<file path="src/rtl/xbar_rx_pkg.sv">
// Shared types for the per-node crossbar receive endpoint.
// Defines the fabric message format, node IDs and the slot-to-source mapping.
package xbar_rx_pkg;

  localparam int NUM_CPUS = 4;

  typedef struct packed {
    logic        valid;
    logic [3:0]  opcode;
    logic [15:0] addr;
    logic [31:0] data;
  } xbar_msg_t;

  typedef logic [$clog2(NUM_CPUS+1)-1:0] node_id_t;

  typedef enum logic {
    ARB_IDLE,
    ARB_HOLD
  } arb_state_t;

  // A node never sends to itself, so slots at or above our own ID shift up by one.
  function automatic node_id_t slot_to_src(input int slot, input int nodeId);
    return (slot >= nodeId) ? node_id_t'(slot + 1) : node_id_t'(slot);
  endfunction

endpackage

</file>
<file path="src/rtl/xbar_rx_fifo.sv">
// Per-source synchronous FIFO for crossbar messages.
// A push into a full FIFO is accepted only when a pop happens in the same cycle.
module xbar_rx_fifo
  import xbar_rx_pkg::*;
#(
  parameter int DEPTH = 4
) (
  input  logic                       clk,
  input  logic                       rst,
  input  logic                       push,
  input  logic                       pop,
  input  xbar_msg_t                  din,
  output xbar_msg_t                  head,
  output logic                       empty,
  output logic                       full,
  output logic [$clog2(DEPTH+1)-1:0] count
);

  localparam int AW    = $clog2(DEPTH);
  localparam int CNT_W = $clog2(DEPTH+1);

  xbar_msg_t        r_mem [DEPTH];
  logic [AW-1:0]    r_wrPtr;
  logic [AW-1:0]    r_rdPtr;
  logic [CNT_W-1:0] r_count;
  logic             w_doPush;
  logic             w_doPop;

  assign w_doPop  = pop & ~empty;
  assign w_doPush = push & (~full | w_doPop);

  always_ff @(posedge clk) begin
    if (w_doPush) begin
      r_mem[r_wrPtr] <= din;
    end
  end

  // DEPTH is a power of two, so the pointers wrap on their own.
  always_ff @(posedge clk) begin
    if (rst) begin
      r_wrPtr <= '0;
      r_rdPtr <= '0;
      r_count <= '0;
    end else begin
      if (w_doPush) begin
        r_wrPtr <= r_wrPtr + 1'b1;
      end
      if (w_doPop) begin
        r_rdPtr <= r_rdPtr + 1'b1;
      end
      unique case ({w_doPush, w_doPop})
        2'b10:   r_count <= r_count + 1'b1;
        2'b01:   r_count <= r_count - 1'b1;
        default: r_count <= r_count;
      endcase
    end
  end

  assign head  = r_mem[r_rdPtr];
  assign empty = (r_count == '0);
  assign full  = (r_count == CNT_W'(DEPTH));
  assign count = r_count;

endmodule

</file>
<file path="src/rtl/xbar_rx.sv">
// Crossbar receive endpoint: buffers each source slot in its own FIFO and
// presents buffered messages one at a time through a round-robin arbiter.
module xbar_rx
  import xbar_rx_pkg::*;
#(
  parameter int NODE_ID    = 0,
  parameter int FIFO_DEPTH = 4
) (
  input  logic                clk,
  input  logic                rst,
  input  xbar_msg_t           rx_in [NUM_CPUS],
  output logic                msg_valid,
  input  logic                msg_ready,
  output xbar_msg_t           msg_out,
  output node_id_t            msg_src,
  output logic                overflow,
  output logic [NUM_CPUS-1:0] overflow_src
);

  localparam int SLOT_W = (NUM_CPUS > 1) ? $clog2(NUM_CPUS) : 1;
  localparam int CNT_W  = $clog2(FIFO_DEPTH+1);

  typedef logic [SLOT_W-1:0] slot_t;

  arb_state_t          r_state;
  arb_state_t          w_nextState;
  slot_t               r_grant;
  slot_t               w_nextGrant;
  slot_t               r_rrPtr;
  slot_t               w_nextPtr;
  slot_t               w_grantInc;
  slot_t               w_base;
  slot_t               w_idx;
  slot_t               w_cand;
  logic                w_found;
  logic                w_handshake;
  logic                r_overflow;
  logic [NUM_CPUS-1:0] r_overflowSrc;
  logic [NUM_CPUS-1:0] w_pop;
  logic [NUM_CPUS-1:0] w_empty;
  logic [NUM_CPUS-1:0] w_full;
  logic [NUM_CPUS-1:0] w_avail;
  logic [NUM_CPUS-1:0] w_drop;
  xbar_msg_t           w_head  [NUM_CPUS];
  logic [CNT_W-1:0]    w_count [NUM_CPUS];
  node_id_t            w_srcId [NUM_CPUS];

  for (genvar j = 0; j < NUM_CPUS; j++) begin : g_slot
    assign w_srcId[j] = slot_to_src(j, NODE_ID);
    assign w_drop[j]  = rx_in[j].valid & w_full[j] & ~w_pop[j];

    xbar_rx_fifo #(.DEPTH(FIFO_DEPTH)) u_fifo (
      .clk   (clk),
      .rst   (rst),
      .push  (rx_in[j].valid),
      .pop   (w_pop[j]),
      .din   (rx_in[j]),
      .head  (w_head[j]),
      .empty (w_empty[j]),
      .full  (w_full[j]),
      .count (w_count[j])
    );
  end

  // Re-arbitration on a handshake sees post-pop occupancy but not this cycle's pushes.
  always_comb begin
    w_handshake = (r_state == ARB_HOLD) && msg_ready;
    w_grantInc  = (r_grant == slot_t'(NUM_CPUS-1)) ? '0 : r_grant + 1'b1;
    w_avail     = ~w_empty;
    if (w_handshake && (w_count[r_grant] <= CNT_W'(1))) begin
      w_avail[r_grant] = 1'b0;
    end
    w_base  = w_handshake ? w_grantInc : r_rrPtr;
    w_found = 1'b0;
    w_cand  = w_base;
    w_idx   = w_base;
    for (int k = NUM_CPUS-1; k >= 0; k--) begin
      w_idx = slot_t'((int'(w_base) + k) % NUM_CPUS);
      if (w_avail[w_idx]) begin
        w_found = 1'b1;
        w_cand  = w_idx;
      end
    end
  end

  always_comb begin
    w_nextState = r_state;
    w_nextGrant = r_grant;
    w_nextPtr   = r_rrPtr;
    w_pop       = '0;
    case (r_state)
      ARB_IDLE: begin
        if (w_found) begin
          w_nextState = ARB_HOLD;
          w_nextGrant = w_cand;
        end
      end
      ARB_HOLD: begin
        if (msg_ready) begin
          w_pop[r_grant] = 1'b1;
          w_nextPtr      = w_grantInc;
          if (w_found) begin
            w_nextGrant = w_cand;
          end else begin
            w_nextState = ARB_IDLE;
          end
        end
      end
      default: w_nextState = ARB_IDLE;
    endcase
  end

  always_ff @(posedge clk) begin
    if (rst) begin
      r_state       <= ARB_IDLE;
      r_grant       <= '0;
      r_rrPtr       <= '0;
      r_overflow    <= 1'b0;
      r_overflowSrc <= '0;
    end else begin
      r_state       <= w_nextState;
      r_grant       <= w_nextGrant;
      r_rrPtr       <= w_nextPtr;
      r_overflow    <= r_overflow | (|w_drop);
      r_overflowSrc <= r_overflowSrc | w_drop;
    end
  end

  assign msg_valid    = (r_state == ARB_HOLD);
  assign msg_out      = msg_valid ? w_head[r_grant] : '0;
  assign msg_src      = msg_valid ? w_srcId[r_grant] : '0;
  assign overflow     = r_overflow;
  assign overflow_src = r_overflowSrc;

endmodule

</file>
<file path="config.mk">
export PLATFORM = sky130hd
export DESIGN_NAME = xbar_rx
export DESIGN_NICKNAME = d
export VERILOG_FILES = /design/src/rtl/xbar_rx_pkg.sv /design/src/rtl/xbar_rx_fifo.sv /design/src/rtl/xbar_rx.sv
export SDC_FILE = /design/constraint.sdc
export NUM_CORES = 1
export LEC_CHECK = 0
export BUFFER_PORTS_ARGS = -buffer_cell sky130_fd_sc_hd__buf_4
export CAP_MARGIN = 5
export CORE_MARGIN = 2
export CORE_UTILIZATION = 30
export CTS_BUF_LIST = sky130_fd_sc_hd__clkbuf_4 sky130_fd_sc_hd__clkbuf_8 sky130_fd_sc_hd__clkbuf_16
export DETAILED_ROUTE_END_ITERATION = 6
export GPL_TIMING_DRIVEN = 0
export HOLD_SLACK_MARGIN = 0.06
export PLACE_DENSITY = 0.45
export REMOVE_ABC_BUFFERS = 1
export SLEW_MARGIN = 20
export SYNTH_ARGS = -nofsm -noshare
export SYNTH_HDL_FRONTEND = slang
export SYNTH_SLANG_ARGS = --single-unit
export TNS_END_PERCENT = 10
</file>
<file path="constraint.sdc">
create_clock -name clk -period 3.4 [get_ports clk]
set_input_delay 0.17 -clock clk [delete_from_list [all_inputs] [get_ports clk]]
set_output_delay 0.17 -clock clk [all_outputs]
set_load 0.005 [all_outputs]
</file>
==> results.json <==
{
  "fin_util": 0.391,
  "grt_pass1_wl_mm": 132,
  "slew_viol_final": 0,
  "track_usage": 0.158,
  "vias": 17177,
  "cp_data_required_time_ps": 4000,
  "tightest_slew_ps": 659,
  "setup_slack_ps": 263,
  "seq_area_frac_synth": 0.764,
  "grt-ovfl-total": 0,
  "hpwl_mm": 60.7,
  "cts_tree": "built",
  "setup.worst_path.start": "r_grant[0]$_SDFFE_PP0P_",
  "endpoint_kind": "register",
  "period_needed_ps": 3140,
  "fp-row-count": 124,
  "root_buffer": "clkbuf_16",
  "drive_gt1_frac": 0.362,
  "port_buffers": 276,
  "synth_cell_types": 38,
  "crit_end": "g_slot[0].u_fifo.count[2]$_SDFFE_PP0P_",
  "fin_skew_ps": 15.7,
  "start_util": 0.302,
  "firstDrtPassIters": 5,
  "post-route-period-util": 0.923,
  "num_io_pins": 277,
  "drv_cap": 0,
  "synthCells": 1519,
  "slew_headroom": 0.560,
  "viasPerCell": 4.68,
  "die_h_um": 343,
  "leakage_nw": 14.6,
  "area_growth_syn_to_layout_pct": 29.2,
  "cts_buffers": 99,
  "p_total_mw": 27.5,
  "arrival_ps": 3730,
  "cts.sinks": 894,
  "grt_antenna_before_repair": 14,
  "crit_path_start_kind": "register",
  "critPathKind": "register to register",
  "fmax_mhz": 319,
  "drc": 0,
  "netlist_area_um2": 34500,
  "clk-insertion-delay-late_ps": 670,
  "setup_viol": 0,
  "ys_seq_elements": 894,
  "regToRegSetupSlack_ps": 260,
  "peakVddDrop_v": 0.000437,
  "nFillCells": 10456,
  "r2r_end": "g_slot[0].u_fifo.count[2]$_SDFFE_PP0P_",
  "grt_max_degree": 44,
  "status": "complete, no violations",
  "nets": 2313,
  "drt-total-wl_mm": 91.6,
  "crit-reg2reg-launch": "r_grant[0]$_SDFFE_PP0P_",
  "reg2regPathDepth": 12,
  "clk_pin_slew_ps": 60,
  "design.core.area_um2": 114000,
  "dieWidth_um": 343,
  "cts_max_level": 3,
  "hold_class": "primary input to register",
  "dieArea_um2": 118000,
  "place_congestion": 0.695,
  "clockBufferDepth": 3,
  "place_ws_ps": -117,
  "wl_per_cell_um": 25.0,
  "power_density_nw_per_um2": 616,
  "cts-resized-gates": 0,
  "grt_pass1_vias": 19059,
  "initialDrtViolationCount": 934,
  "hold_viol": 0,
  "postSynthAreaPerCell_um2": 22.7,
  "rsz0062_at_grt": "false",
  "yosysWarnings": 0,
  "worstPathMaxFanout": 31,
  "antenna_left": 0
}
-- metal layers --
layer | global-route usage | vias up | wire length [µm]
met1 | 0.201 | 9214 | 38600
met3 | 0.0303 | 142 | 4080
met4 | 0.0464 | 14 | 2280
li1 | - | 7451 | -
met2 | 0.272 | 356 | 46500
met5 | 0 | - | 96
-- cell usage after synthesis (all sizes together) --
master   count  area, µm²
a21boi       1       7.51
a21oi       20        100
a2bb2oi      1       15.0
a41oi        4       87.6
and2        59        369
and3        16        100
buf         32        155
clkbuf      41        154
dfxtp       46        921
edfxtp     848      25500
fa           4       80.1
ha          24        300
inv         32        120
mux2i        1       13.8
mux4       266       5990
nand2       16       60.1
nand2b       2       12.5
nand3        9       45.0
nand4        5       31.3
nor2        49        184
nor2b        1       6.26
nor3         6       30.0
nor4         1       6.26
o2111ai      1       8.76
o21a         1       7.51
o21ai        6       30.0
o32ai        1       8.76
o41ai        1       16.3
or2          1       6.26
or3          4       26.3
xnor2        8       70.1
xor2        12        105
-- metrics by stage --
stage               area [µm²]  hold WS, ps  instances  TNS (ps)
floorplan                34200          239       1446   -342790
global placement         38200          368       3234  -3712060
detailed placement       39100          373       3265      -128
CTS                      44600          171       3659         0
global route             44600          207       3663         0
finish                   44600          234       3667         0
-- flip-flops by register name, indices dropped and copies added, names as in the netlist, named ones only --
signal                 cells
r_rrPtr                    2
g_slot.u_fifo.r_mem      848
overflow_src               4
msg_valid                  1
overflow                   1
g_slot.u_fifo.r_wrPtr      8
g_slot.u_fifo.count       12
r_grant                    2
g_slot.u_fifo.r_rdPtr      8
-- kinds of logic after synthesis --
logic type | count (synthesis) | share of synthesized area
flops | 894 | 0.764
mux | 267 | 0.174
simple gates | 169 | 0.0254
buf+inv | 105 | 0.0124
compound gates | 36 | 0.00815
fa+ha+maj | 28 | 0.0110
xor+xnor | 20 | 0.00507
-- area by class of cell --
type | count | area [µm²] | area share
repair buffers | 523 | 5030 | 0.113
inverters | 32 | 125 | 0.00280
well taps | 1512 | 1890 | 0.0424
flip-flops and latches | 894 | 26400 | 0.592
clock inverters | 57 | 617 | 0.0138
clock buffers | 121 | 2720 | 0.0610
multi-input cells | 520 | 7800 | 0.175
diodes | 8 | 20.0 | 0.000449
-- worst min-delay path by stage --
stage	startpoint	end	slack, ps	cells past startpoint
3_3_place_gp	rx_in[17]	g_slot[3].u_fifo.r_mem[1][17]$_DFFE_PP_	370	1
2_1_floorplan	rst	g_slot[0].u_fifo.count[2]$_SDFFE_PP0P_	240	1
5_1_grt	rx_in[17]	g_slot[3].u_fifo.r_mem[3][17]$_DFFE_PP_	210	2
4_1_cts	rx_in[24]	g_slot[3].u_fifo.r_mem[0][24]$_DFFE_PP_	170	2
3_5_place_dp	rx_in[156]	g_slot[1].u_fifo.r_mem[1][50]$_DFFE_PP_	370	1
6_report	rx_in[24]	g_slot[3].u_fifo.r_mem[0][24]$_DFFE_PP_	230	2
-- critical path, cell delays in order (launching register included) --
cell	delay, ps
dfxtp_1	480
inv_6	220
ha_1	340
nand3_1	140
nand3_1	190
and2_1	250
inv_1	80
ha_1	180
inv_1	70
fa_1	380
xor2_1	160
or3_2	400
a21oi_1	160
-- layout by cell type, fill, tap and decap left out, types with 24 or more instances in the layout --
master,n
nor2_1,49
ha_1,24
dlygate4sd3_1,214
clkbuf_16,101
inv_1,30
dfxtp_1,36
mux4_2,266
clkinv_2,25
and2_1,59
buf_4,277
edfxtp_1,848
-- repair_timing --
| action | 4_1_cts | 5_1_grt |
|---|---|---|
| hold buffers | 214 | 0 |
| hold endpoints to repair | 894 | 0 |
| setup endpoints to repair | 2 | 0 |
| buffers inserted | 2 | 0 |
-- report_power, final --
group          internal, mW  switching [mW]
clock network          6.64            4.29
logic                  1.87            1.81
registers              12.7           0.203
Power figures use the tool's default switching activity.
